## config.mk

```make
export PLATFORM = sky130hd
export DESIGN_NAME = burst_addr_seq
export DESIGN_NICKNAME = d
export VERILOG_FILES = /design/src/rtl/burst_pkg.sv /design/src/rtl/burst_addr_calc.sv /design/src/rtl/burst_addr_seq.sv
export SDC_FILE = /design/constraint.sdc
export NUM_CORES = 1
export LEC_CHECK = 0
export CAP_MARGIN = 40
export CORE_UTILIZATION = 57
export DETAILED_ROUTE_END_ITERATION = 8
export PLACE_DENSITY_LB_ADDON = 0.3
export SLEW_MARGIN = 20
export SYNTH_ARGS = -nofsm -noshare
export SYNTH_HDL_FRONTEND = slang
export SYNTH_SLANG_ARGS = --single-unit
export TNS_END_PERCENT = 100
```

## constraint.sdc

```tcl
create_clock -name clk -period 3.7 [get_ports clk]
set_clock_uncertainty 0.2 [all_clocks]
set_input_delay 0.555 -clock clk [delete_from_list [all_inputs] [get_ports clk]]
set_output_delay 0.555 -clock clk [all_outputs]
set_load 0.01 [all_outputs]
```

## src/rtl/burst_pkg.sv

```systemverilog
// Shared types and helpers for the burst address sequencer.
package burst_pkg;

  // Burst mode field of the descriptor.
  typedef enum logic [1:0] {
    MODE_SINGLE = 2'b00,
    MODE_INCR   = 2'b01,
    MODE_WRAP   = 2'b10,
    MODE_FIXED  = 2'b11
  } mode_t;

  // Sequencer control states.
  typedef enum logic [2:0] {
    ST_IDLE,
    ST_CALC,
    ST_SHIFT,
    ST_WAIT,
    ST_DONE
  } state_t;

  // Descriptor width: {mode[1:0], len, start_addr}.
  function automatic int cfg_width(input int addr_width, input int len_width);
    return 2 + len_width + addr_width;
  endfunction

endpackage

```

## src/rtl/burst_addr_calc.sv

```systemverilog
// Combinational beat address generator and WRAP legality check.
module burst_addr_calc
  import burst_pkg::*;
#(
  parameter int ADDR_WIDTH = 20,
  parameter int LEN_WIDTH  = 4
) (
  input  mode_t                 mode,
  input  logic [LEN_WIDTH-1:0]  len,
  input  logic [ADDR_WIDTH-1:0] start_addr,
  input  logic [LEN_WIDTH-1:0]  beat_idx,
  output logic [ADDR_WIDTH-1:0] next_addr,
  output logic                  legal
);

  logic [LEN_WIDTH:0]    len_p1;
  logic [ADDR_WIDTH-1:0] len_mask;
  logic [ADDR_WIDTH-1:0] offs_sum;

  // Address for the current beat; WRAP requires len+1 to be a power of two >= 2.
  always_comb begin
    len_p1   = {1'b0, len} + (LEN_WIDTH+1)'(1);
    len_mask = ADDR_WIDTH'(len);
    offs_sum = start_addr + ADDR_WIDTH'(beat_idx);
    legal    = (mode != MODE_WRAP) ||
               ((len != '0) && (({1'b0, len} & len_p1) == '0));
    case (mode)
      MODE_INCR: next_addr = offs_sum;
      MODE_WRAP: next_addr = (start_addr & ~len_mask) | (offs_sum & len_mask);
      default:   next_addr = start_addr;
    endcase
  end

endmodule

```

## src/rtl/burst_addr_seq.sv

```systemverilog
// Burst address sequencer: serial descriptor in, one MSB-first address frame per beat out.
module burst_addr_seq
  import burst_pkg::*;
#(
  parameter int ADDR_WIDTH = 20,
  parameter int LEN_WIDTH  = 4
) (
  input  logic                 clk,
  input  logic                 rst,
  input  logic                 cfg_en,
  input  logic                 cfg_sdi,
  input  logic                 start,
  input  logic                 abort,
  input  logic                 beat_ack,
  output logic                 addr_sdo,
  output logic                 addr_frame,
  output logic [LEN_WIDTH-1:0] beat_idx,
  output logic                 busy,
  output logic                 done,
  output logic                 err
);

  localparam int CFG_WIDTH = cfg_width(ADDR_WIDTH, LEN_WIDTH);
  localparam int CNT_W     = (ADDR_WIDTH > 1) ? $clog2(ADDR_WIDTH) : 1;
  localparam logic [CNT_W-1:0] LAST_BIT = CNT_W'(ADDR_WIDTH - 1);

  state_t                state;
  state_t                state_nxt;
  logic [CFG_WIDTH-1:0]  cfg_q;
  mode_t                 cfg_mode;
  logic [LEN_WIDTH-1:0]  cfg_len;
  logic [ADDR_WIDTH-1:0] cfg_start;
  logic [ADDR_WIDTH-1:0] calc_addr;
  logic                  calc_legal;
  logic [ADDR_WIDTH-1:0] addr_sr;
  logic [CNT_W-1:0]      bit_cnt;
  logic [LEN_WIDTH-1:0]  beat_q;
  logic                  err_q;
  logic                  last_beat;

  // Descriptor field decode and last-beat detection.
  always_comb begin
    cfg_mode  = mode_t'(cfg_q[CFG_WIDTH-1 -: 2]);
    cfg_len   = cfg_q[ADDR_WIDTH +: LEN_WIDTH];
    cfg_start = cfg_q[ADDR_WIDTH-1:0];
    last_beat = (cfg_mode == MODE_SINGLE) || (beat_q == cfg_len);
  end

  burst_addr_calc #(
    .ADDR_WIDTH(ADDR_WIDTH),
    .LEN_WIDTH (LEN_WIDTH)
  ) u_calc (
    .mode      (cfg_mode),
    .len       (cfg_len),
    .start_addr(cfg_start),
    .beat_idx  (beat_q),
    .next_addr (calc_addr),
    .legal     (calc_legal)
  );

  // State register.
  always_ff @(posedge clk) begin
    if (rst) state <= ST_IDLE;
    else     state <= state_nxt;
  end

  // Next-state logic; abort overrides every other transition outside IDLE.
  always_comb begin
    state_nxt = state;
    case (state)
      ST_IDLE:  if (start && calc_legal) state_nxt = ST_CALC;
      ST_CALC:  state_nxt = ST_SHIFT;
      ST_SHIFT: if (bit_cnt == LAST_BIT) state_nxt = ST_WAIT;
      ST_WAIT:  if (beat_ack) state_nxt = last_beat ? ST_DONE : ST_CALC;
      ST_DONE:  state_nxt = ST_IDLE;
      default:  state_nxt = ST_IDLE;
    endcase
    if (abort && (state != ST_IDLE)) state_nxt = ST_IDLE;
  end

  // Descriptor shift-in, error pulse, beat counter and address shift register.
  always_ff @(posedge clk) begin
    if (rst) begin
      cfg_q   <= '0;
      err_q   <= 1'b0;
      beat_q  <= '0;
      addr_sr <= '0;
      bit_cnt <= '0;
    end else begin
      if ((state == ST_IDLE) && cfg_en) cfg_q <= {cfg_q[CFG_WIDTH-2:0], cfg_sdi};
      err_q <= (state == ST_IDLE) && start && !calc_legal;
      case (state)
        ST_IDLE: if (state_nxt == ST_CALC) beat_q <= '0;
        ST_CALC: begin
          addr_sr <= calc_addr;
          bit_cnt <= '0;
        end
        ST_SHIFT: begin
          addr_sr <= {addr_sr[ADDR_WIDTH-2:0], 1'b0};
          bit_cnt <= bit_cnt + CNT_W'(1);
        end
        ST_WAIT: if (beat_ack && !abort && !last_beat) beat_q <= beat_q + LEN_WIDTH'(1);
        default: ;
      endcase
    end
  end

  // Outputs decoded from registered state; serial data is gated to zero outside a frame.
  always_comb begin
    addr_frame = (state == ST_SHIFT);
    addr_sdo   = addr_frame & addr_sr[ADDR_WIDTH-1];
    busy       = (state != ST_IDLE);
    done       = (state == ST_DONE);
    err        = err_q;
    beat_idx   = beat_q;
  end

endmodule

```

== After elaboration in Yosys (flattened, before gate mapping) ==
Cells that the tools add are included.
Word-level totals
  flip-flop bits (word level): 59
  latch bits: 0
  bits in writable memories: 0
  bits in read-only memories: 0
  input port bits: 7
  output and inout port bits: 9
  memories: 0
Cells by class
  $add $sub $neg: 4
  multiply operators: 0
  divide/modulo/power cells: 0
  $lt $le $gt $ge: 0
  eq/ne operators: 12
  shift-type cells: 0
  mux-type cells: 12
  bitwise operators: 6
  reduce and logical (&&, ||, !) cells: 21
Operators by type and width (count)
  20-bit one-hot mux with 2 select lines: 2
  20-bit by 4-bit adder with 20-bit output: 1
  20-bit bitwise AND: 1
  20-bit by 4-bit bitwise AND with 20-bit output: 1
  4-bit NOT with 20-bit output: 1
  20-bit OR: 1
  3-bit two-way mux: 5
  3-bit one-hot mux with 4 select lines: 1
  5-bit one-hot mux with 2 select lines: 1
  1-bit logical AND: 8
  4-bit two-way mux: 2
  4-bit one-hot mux with 2 select lines: 1
  3-bit by 1-bit equality test with 1-bit output, second input constant: 2
  3-bit by 2-bit equality test with 1-bit output, second input constant: 2
  4-bit by 1-bit adder with 5-bit output, second input constant: 1
  5-bit by 1-bit adder with 5-bit output, second input constant: 1
  4-bit by 5-bit bitwise AND with 5-bit output: 1
  5-bit equality test, second input constant: 1
  5-bit logical NOT: 1
  4-bit by 1-bit adder with 4-bit output, second input constant: 1
  4-bit equality test: 1
  2-bit != test, second input constant: 2
  2-bit nonzero test: 2
  4-bit nonzero test: 1
  other kinds (11): 14

== Longest topological paths before layout ==
Gate-level depths: netlist (run 1).
  depth in word-level cells: 12
  mapped depth: 8
  gate-level depth less buffers: 7

== Modules after synthesis ==
A second synthesis (run 1) with hierarchy kept.
Unflattened totals
  cells, all modules: 413
  area total of the unflattened synthesis: 3148.0 µm²
By module, submodules not included
  burst_addr_seq: times used 1, cells an instance 282, area an instance 2332.2 µm², seq. area each 1181.1 µm²
  burst_addr_calc: times used 1, cells an instance 131, area an instance 815.8 µm², seq. area each 0.0 µm²

== Worst setup path before layout (run 1) ==
OpenSTA, ideal clock, no wires.
  kind: register to output
  start point: register state[1]
  end point: output addr_sdo
  arrival: 1.684 ns
  setup slack: 1.261 ns
  stages on the path, launching flop included: 7
  path buffers: 3
  cell sequence: dfxtp_1 -> buf_2 -> or3b_2 -> buf_1 -> inv_1 -> clkbuf_1 -> and2_1
On the way
  cells in the longest elaborated chain, start to end: 2
Ends and longest elaborated chain
  from (decl): RTL line burst_addr_seq.sv:27  | state_t state;
  from (signal assigned): RTL line burst_addr_seq.sv:64  | else state <= state_nxt;
  3-bit by 2-bit equality test with 1-bit output: RTL line burst_addr_seq.sv:110  | addr_frame = (state == ST_SHIFT);
  named net addr_frame: RTL line burst_addr_seq.sv:16  | output logic addr_frame,
  1-bit bitwise AND: RTL line burst_addr_seq.sv:111  | addr_sdo = addr_frame & addr_sr[ADDR_WIDTH-1];
  to (decl): RTL line burst_addr_seq.sv:15  | output logic addr_sdo,
The timed path passes the listed nets, and every way through them passes these cells.

== Worst setup path in the final report (run 1) ==
  start point: register state[0]
  end point: output addr_sdo
On the way
  cells in the longest elaborated chain, start to end: 2
Ends and longest elaborated chain (RTL line)
  3-bit by 2-bit equality test with 1-bit output: burst_addr_seq.sv:110
  1-bit bitwise AND: burst_addr_seq.sv:111
No other way between the ends.

==> results.toml, run 1 <==
[logic_synthesis]
syn_nets = 445
synthArstFlopShare_pct = 0
synth_top_area_share_pct = 35.8
yosys_warnings = 0
synthCells = 428
synth_ff_type = "dfxtp_1"
synth_seq_cells = 59
avgSynthCellArea_um2 = 7.71
ys_seq_area_share_pct = 35.8
ys_types = 61
netlist_top_cells_area = "dfxtp_1 36%, nand2_1 8.9%, a21oi_1 8.0%"
post-synth-top-area-cell = "dfxtp_1"
synth_edf_count = 0
netlist_area_mm2 = 0.00330

[clock_tree]
root_buffer = "clkbuf_8"
hold_buffers = 0
cts_resized = 0
clkLatencyLatePin_ns = 0.33
cts_tree = "yes"
cts_buffers = 9
cts_setup_buffers = 0
ctsLongestPathBuffers = 2
htree_levels = 3
clkTransAtPathRegs_ns = 0.06
cts_sinks = 59

[die]
io_pins = 16
die_h_um = 78.1
row_count = 27
core_area_mm2 = 0.00554
start_util_pct = 59.6
die_w_um = 78.1
dieArea_mm2 = 0.00610

[finish]
nets = 441
diodes = 0
syn_to_final_growth_pct = 9.25
nFillCells = 500
drive_gt1_share_pct = 6.76
final_core_util_pct = 65.1
ff_latch_area_mm2 = 0.00118
final_cell_area_mm2 = 0.00360
final_cell_mix = "78 x nand2_1, 59 x dfxtp_1, 53 x a21oi_1"
multi_input_area_mm2 = 0.00193
mostFrequentLayoutCell = "nand2_1"

[critical_path]
worst-setup-path-type = "reg -> out"
critical-path-top-delay-family = "buffers and inverters"
end_kind = "primary output"
ff2ff_path_depth = 4
cp_slowest_cell = "or3b_2"
cp-start-kind = "register"
r2r_setup_slack_ns = 1.08
path_buf_inv = 2
r2r-end = "cfg_q[19]"
worstPathRequired_ns = 2.94
cp.depth = 4
crit_chain = "or3b_2 > inv_1 > and2_1 > clkdlybuf4s50_1"
rr_startpoint = "state[0]"
arrival_ns = 2.56
critPathLaunch = "state[0]"
cp_max_fo = 18
cpPeakStageDelay_ns = 0.69
endpoint = "addr_sdo"

[route]
routedWlPerCell_um = 15.4
first_pass_iters = 4
postRouteAntennaNets = 0
drt_wl_total_um = 7720
drc = 0
vias_per_cell = 6.15
num_vias = 3083
drt-initial-drc-count = 166

[timing]
post-route-period-util_pct = 89.5
fmax_mhz = 302
finalCriticalPeriod_ns = 3.31
rsz0062_at_grt = "no"
tightest_slew_ns = 0.826
drv_slew = 0
slew_headroom_pct = 44.5
setup_viol = 0
hold_viol_final = 0
totalNegativeSetupSlack_ns = 0

[power]
switchingPower_uw = 334
seq_power_share_pct = 51.1
p_comb_share_pct = 10.5
power_frac_clock_pct = 38.5
power_density_mw_per_mm2 = 369
internal-power_uw = 995
sw_frac_of_total_pct = 25.1
peakVddDrop_mv = 0.209
power.leakage_uw = 0.00126

[place]
dpl-instance-area_mm2 = 0.00342
post-dp-hpwl_um = 5360
gp_congestion = 0.868
numPortBuffers = 15

[status]
outcome = "complete, no violations"

[global_routing]
antenna_found_initial = 0
grt_pass1_wl_um = 13200
overflow = 0
track_usage_pct = 27.5
grt_pass1_vias = 2795
grt_max_degree = 44

[worst_hold_path]
hp-class = "reg -> reg"

[flow_run]
maxCapViolations = 0
-- cell usage after synthesis, types with 3 or more instances --
master / instances
and2_1: 4
ha_1: 9
a211oi_1: 10
a31oi_1: 9
o221ai_1: 7
or3_1: 5
a21oi_1: 53
nor3b_1: 4
clkbuf_1: 26
o22ai_1: 9
o21ai_0: 21
inv_1: 11
and4_1: 3
nor2_1: 22
a21o_1: 3
xor2_1: 5
o22a_1: 7
nand2_1: 78
dfxtp_1: 59
a41oi_1: 3
nand4_1: 5
nor3_1: 6
nor4_1: 4
buf_2: 3
nand2b_1: 4
nand3_1: 12
-- cells by family (layout without fill, tap and decap cells) --
| logic type | Yosys count | in the layout | synth area share [%] |
|---|---|---|---|
| muxes | 1 | 1 | 0.303 |
| AOI/OAI and AO/OA | 145 | 145 | 28.4 |
| DFF | 59 | 59 | 35.8 |
| and+or+nand+nor | 162 | 162 | 24.1 |
| buffers and inverters | 45 | 46 | 5.80 |
| xor gates and xnor gates | 6 | 6 | 1.59 |
| adders and majority gates | 10 | 10 | 4.02 |
-- flip-flops by register name (all words and copies together), names as in the netlist --
| register | cells |
|---|---|
| cfg_q | 26 |
| err | 1 |
| bit_cnt | 5 |
| beat_idx | 4 |
| state | 3 |
| addr_sr | 20 |
-- power groups by stage --
stage	Sequential [µW]	Clock [µW]	Combinational [µW]
3_5_place_dp	692	0	134
5_1_grt	682	542	155
2_1_floorplan	685	0	104
6_report	679	512	139
4_1_cts	678	518	135
3_3_place_gp	691	0	132
-- area by class of cell --
type | count | area share [%]
sequential | 59 | 32.8
multi-input combinational | 324 | 53.6
inverter | 11 | 1.15
timing repair buffer | 19 | 5.21
clock buffer | 14 | 4.51
tap | 72 | 2.50
clock inverter | 2 | 0.278
-- metrics by stage --
stage	hold slack, ns	power (µW)	cells	setup slack [ns]
floorplan	0.222	789	428	1.26
global placement	0.240	823	484	0.753
detailed placement	0.254	826	484	0.744
CTS	0.262	1330	500	0.384
global route	0.285	1380	501	0.222
finish	0.265	1330	501	0.389
-- metal layers --
metal	GRT usage, %	vias up	share of wire, %
li1	-	1555	-
met5	0	-	0
met2	41.1	88	44
met1	38.3	1423	50
met3	4.53	17	4.3
met4	13.3	0	2.0
-- worst min-delay path by stage --
stage / startpoint / endpoint / slack, ns / cells past startpoint
3_5_place_dp: bit_cnt[4] / bit_cnt[4] / 0.25 / 1
3_3_place_gp: bit_cnt[4] / bit_cnt[4] / 0.24 / 1
6_report: bit_cnt[4] / bit_cnt[4] / 0.26 / 1
2_1_floorplan: bit_cnt[4] / bit_cnt[4] / 0.22 / 1
5_1_grt: bit_cnt[4] / bit_cnt[4] / 0.29 / 1
4_1_cts: bit_cnt[4] / bit_cnt[4] / 0.26 / 1
(Power assumes the default switching activity.)
==> inputs of run 2 (changes only) <==
--- a/config.mk
+++ b/config.mk
@@ -6,11 +6,12 @@
 export NUM_CORES = 1
 export LEC_CHECK = 0
 export CAP_MARGIN = 40
-export CORE_UTILIZATION = 57
+export CORE_UTILIZATION = 25
 export DETAILED_ROUTE_END_ITERATION = 8
 export PLACE_DENSITY_LB_ADDON = 0.3
 export SLEW_MARGIN = 20
 export SYNTH_ARGS = -nofsm -noshare
 export SYNTH_HDL_FRONTEND = slang
+export SYNTH_HIERARCHICAL = 1
 export SYNTH_SLANG_ARGS = --single-unit
 export TNS_END_PERCENT = 100
==> run 2 against run 1 <==
  * Cell count increased by 18%
  * Highest routed layer unchanged
  * Worst hold slack got worse by 0.012 ns
  * Sequential share of layout area decreased by 1.7 points
==> results.toml, run 2 <==
[place]
gp_congestion = 0.788
dpl-instance-area_mm2 = 0.00347
numPortBuffers = 15
post-dp-hpwl_um = 5420

[finish]
mostFrequentLayoutCell = "nand2_1"
reg.largest.list = "cfg_q (26), addr_sr (20), bit_cnt (5)"
syn_to_final_growth_pct = 20.8
final_cell_area_mm2 = 0.00380
diodes = 0
final_cell_mix = "99 x nand2_1, 59 x dfxtp_1, 56 x a21oi_1"
nFillCells = 1273
final_core_util_pct = 31.3
nets = 436
drive_gt1_share_pct = 7.78
largest_reg_flops = 26
largest_register = "cfg_q"

[timing]
rsz0062_at_grt = "no"
slew_headroom_pct = 52.6
hold_viol_final = 0
finalCriticalPeriod_ns = 2.75
totalNegativeSetupSlack_ns = 0
tightest_slew_ns = 0.710
setup_viol = 0
fmax_mhz = 363
drv_slew = 0
post-route-period-util_pct = 74.4

[global_routing]
antenna_found_initial = 0
grt_pass1_vias = 2704
grt_pass1_wl_um = 13500
overflow = 0
track_usage_pct = 13.3
grt_max_degree = 31

[power]
power_density_mw_per_mm2 = 427
power_uw = 1620
peakVddDrop_mv = 0.213
power.leakage_uw = 0.00121

[critical_path]
cp-start-kind = "register"
rr_startpoint = "beat_idx[0]"
critical-path-top-delay-family = "buffers and inverters"
cp_slowest_cell = "clkdlybuf4s50_1"
worst-setup-path-type = "reg -> out"
cp_max_fo = 30
crit_chain = "nor3b_2 > buf_4 > and2_1 > clkdlybuf4s50_1"
critPathLaunch = "state[1]"
path_buf_inv = 2
end_kind = "primary output"
arrival_ns = 2.00
worstPathRequired_ns = 2.94
cpPeakStageDelay_ns = 0.52

[clock_tree]
ctsLongestPathBuffers = 2
clkTransAtPathRegs_ns = 0.05
hold_buffers = 0
cts_tree = "yes"
htree_levels = 3
clkLatencyLatePin_ns = 0.33
cts_sinks = 59
root_buffer = "clkbuf_16"
cts_resized = 0
cts_setup_buffers = 0
cts_buffers = 9

[flow_run]
maxCapViolations = 0

[route]
first_pass_iters = 5
num_vias = 2960
routedWlPerCell_um = 13.3
vias_per_cell = 5.00
drt-initial-drc-count = 193
postRouteAntennaNets = 0
drt_wl_total_um = 7860
drc = 0

[logic_synthesis]
netlist_top_cells_area = "dfxtp_1 38%, nand2_1 12%, a21oi_1 8.9%"
synth_most_common_cell = "nand2_1"
synthArstFlopShare_pct = 0
synth_seq_cells = 59
ys_seq_area_share_pct = 37.5
ys_types = 51
synth_commonest_cells = "99 x nand2_1, 59 x dfxtp_1, 56 x a21oi_1"
synth_edf_count = 0
avgSynthCellArea_um2 = 7.62
netlist_area_mm2 = 0.00315
synthCells = 413
yosys_warnings = 6
syn_nets = 429
synth_ff_type = "dfxtp_1"
post-synth-top-area-cell = "dfxtp_1"
synth_top_area_share_pct = 37.5

[worst_hold_path]
hp-class = "reg -> reg"
hp-start = "addr_sr[19]"

[die]
row_count = 40
die_w_um = 114
start_util_pct = 25.9
core_area_mm2 = 0.0122
io_pins = 16
die_h_um = 114
dieArea_mm2 = 0.0130

[status]
outcome = "complete, no violations"
[run 2: changes by cell type after synthesis, sizes merged, moves of 7 or more]
cell,before,now
nand2,79,99
o22ai,9,2
o211ai,1,8
o21ai,22,13
a211oi,10,3
clkbuf,26,18
a22oi,2,21
o221ai,7,0
o22a,7,0
[run 2: power by group]
group          total [µW]  leakage, µW  switching (µW)  internal, µW
Combinational         113     0.000577            74.6          37.9
Sequential            648     0.000476            6.42           642
Clock                 864     0.000155             274           590
Total                1620      0.00121             355          1270
[run 2: routing by layer]
metal	share of wire (%)	wire length [µm]	GRT usage, %
met1	51	4010	18.2
met2	44	3450	19.2
met3	3.5	277	4.02
met4	1.6	126	5.71
met5	0	0	0
[run 2: area by class of cell]
type	count	area, µm²	share of cell area, %
Clock buffer	14	284	7.47
Clock inverter	1	30.0	0.789
Inverter	12	45.0	1.18
Multi-Input combinational cell	317	1830	48.1
Sequential cell	59	1180	31.1
Tap cell	168	210	5.53
Timing Repair Buffer	21	225	5.92
[run 2: logic make-up (layout without fill, tap and decap cells)]
group                    Yosys count  count (layout)  synth area share, %
AND/OR/NAND/NOR                  166             166                 24.0
buffers and inverters             37              48                 4.73
flip-flops                        59              59                 37.5
adder cells (fa/ha/maj)            9               9                 3.82
AO/OA/AOI/OAI                    132             132                 26.9
multiplexers                       5               5                 1.63
XOR/XNOR                           5               5                 1.39
[run 2: worst reg2reg max path, delay by kind of cell (launching register included)]
family,cells,cell delay (ns)
compound gates,5,0.74
simple gates,2,0.60
flops,1,0.44
buf+inv,1,0.06
fa+ha+maj,2,0.61
[run 2: final timing paths]
check | end | slack, ns | cells past startpoint
setup / recovery | addr_sdo | 0.95 | 4
hold / removal | addr_sr[19] | 0.25 | 2
setup reg to reg | addr_sr[16] | 0.98 | 10
hold reg to reg | addr_sr[19] | 0.25 | 2
[run 2: per-stage QoR]
step | std cells | setup WS (ns) | hold WS (ns)
global route | 592 | 0.802 | 0.277
global placement | 574 | 1.04 | 0.243
CTS | 591 | 0.916 | 0.255
finish | 592 | 0.949 | 0.253
detailed placement | 576 | 0.998 | 0.248
floorplan | 413 | 1.13 | 0.232
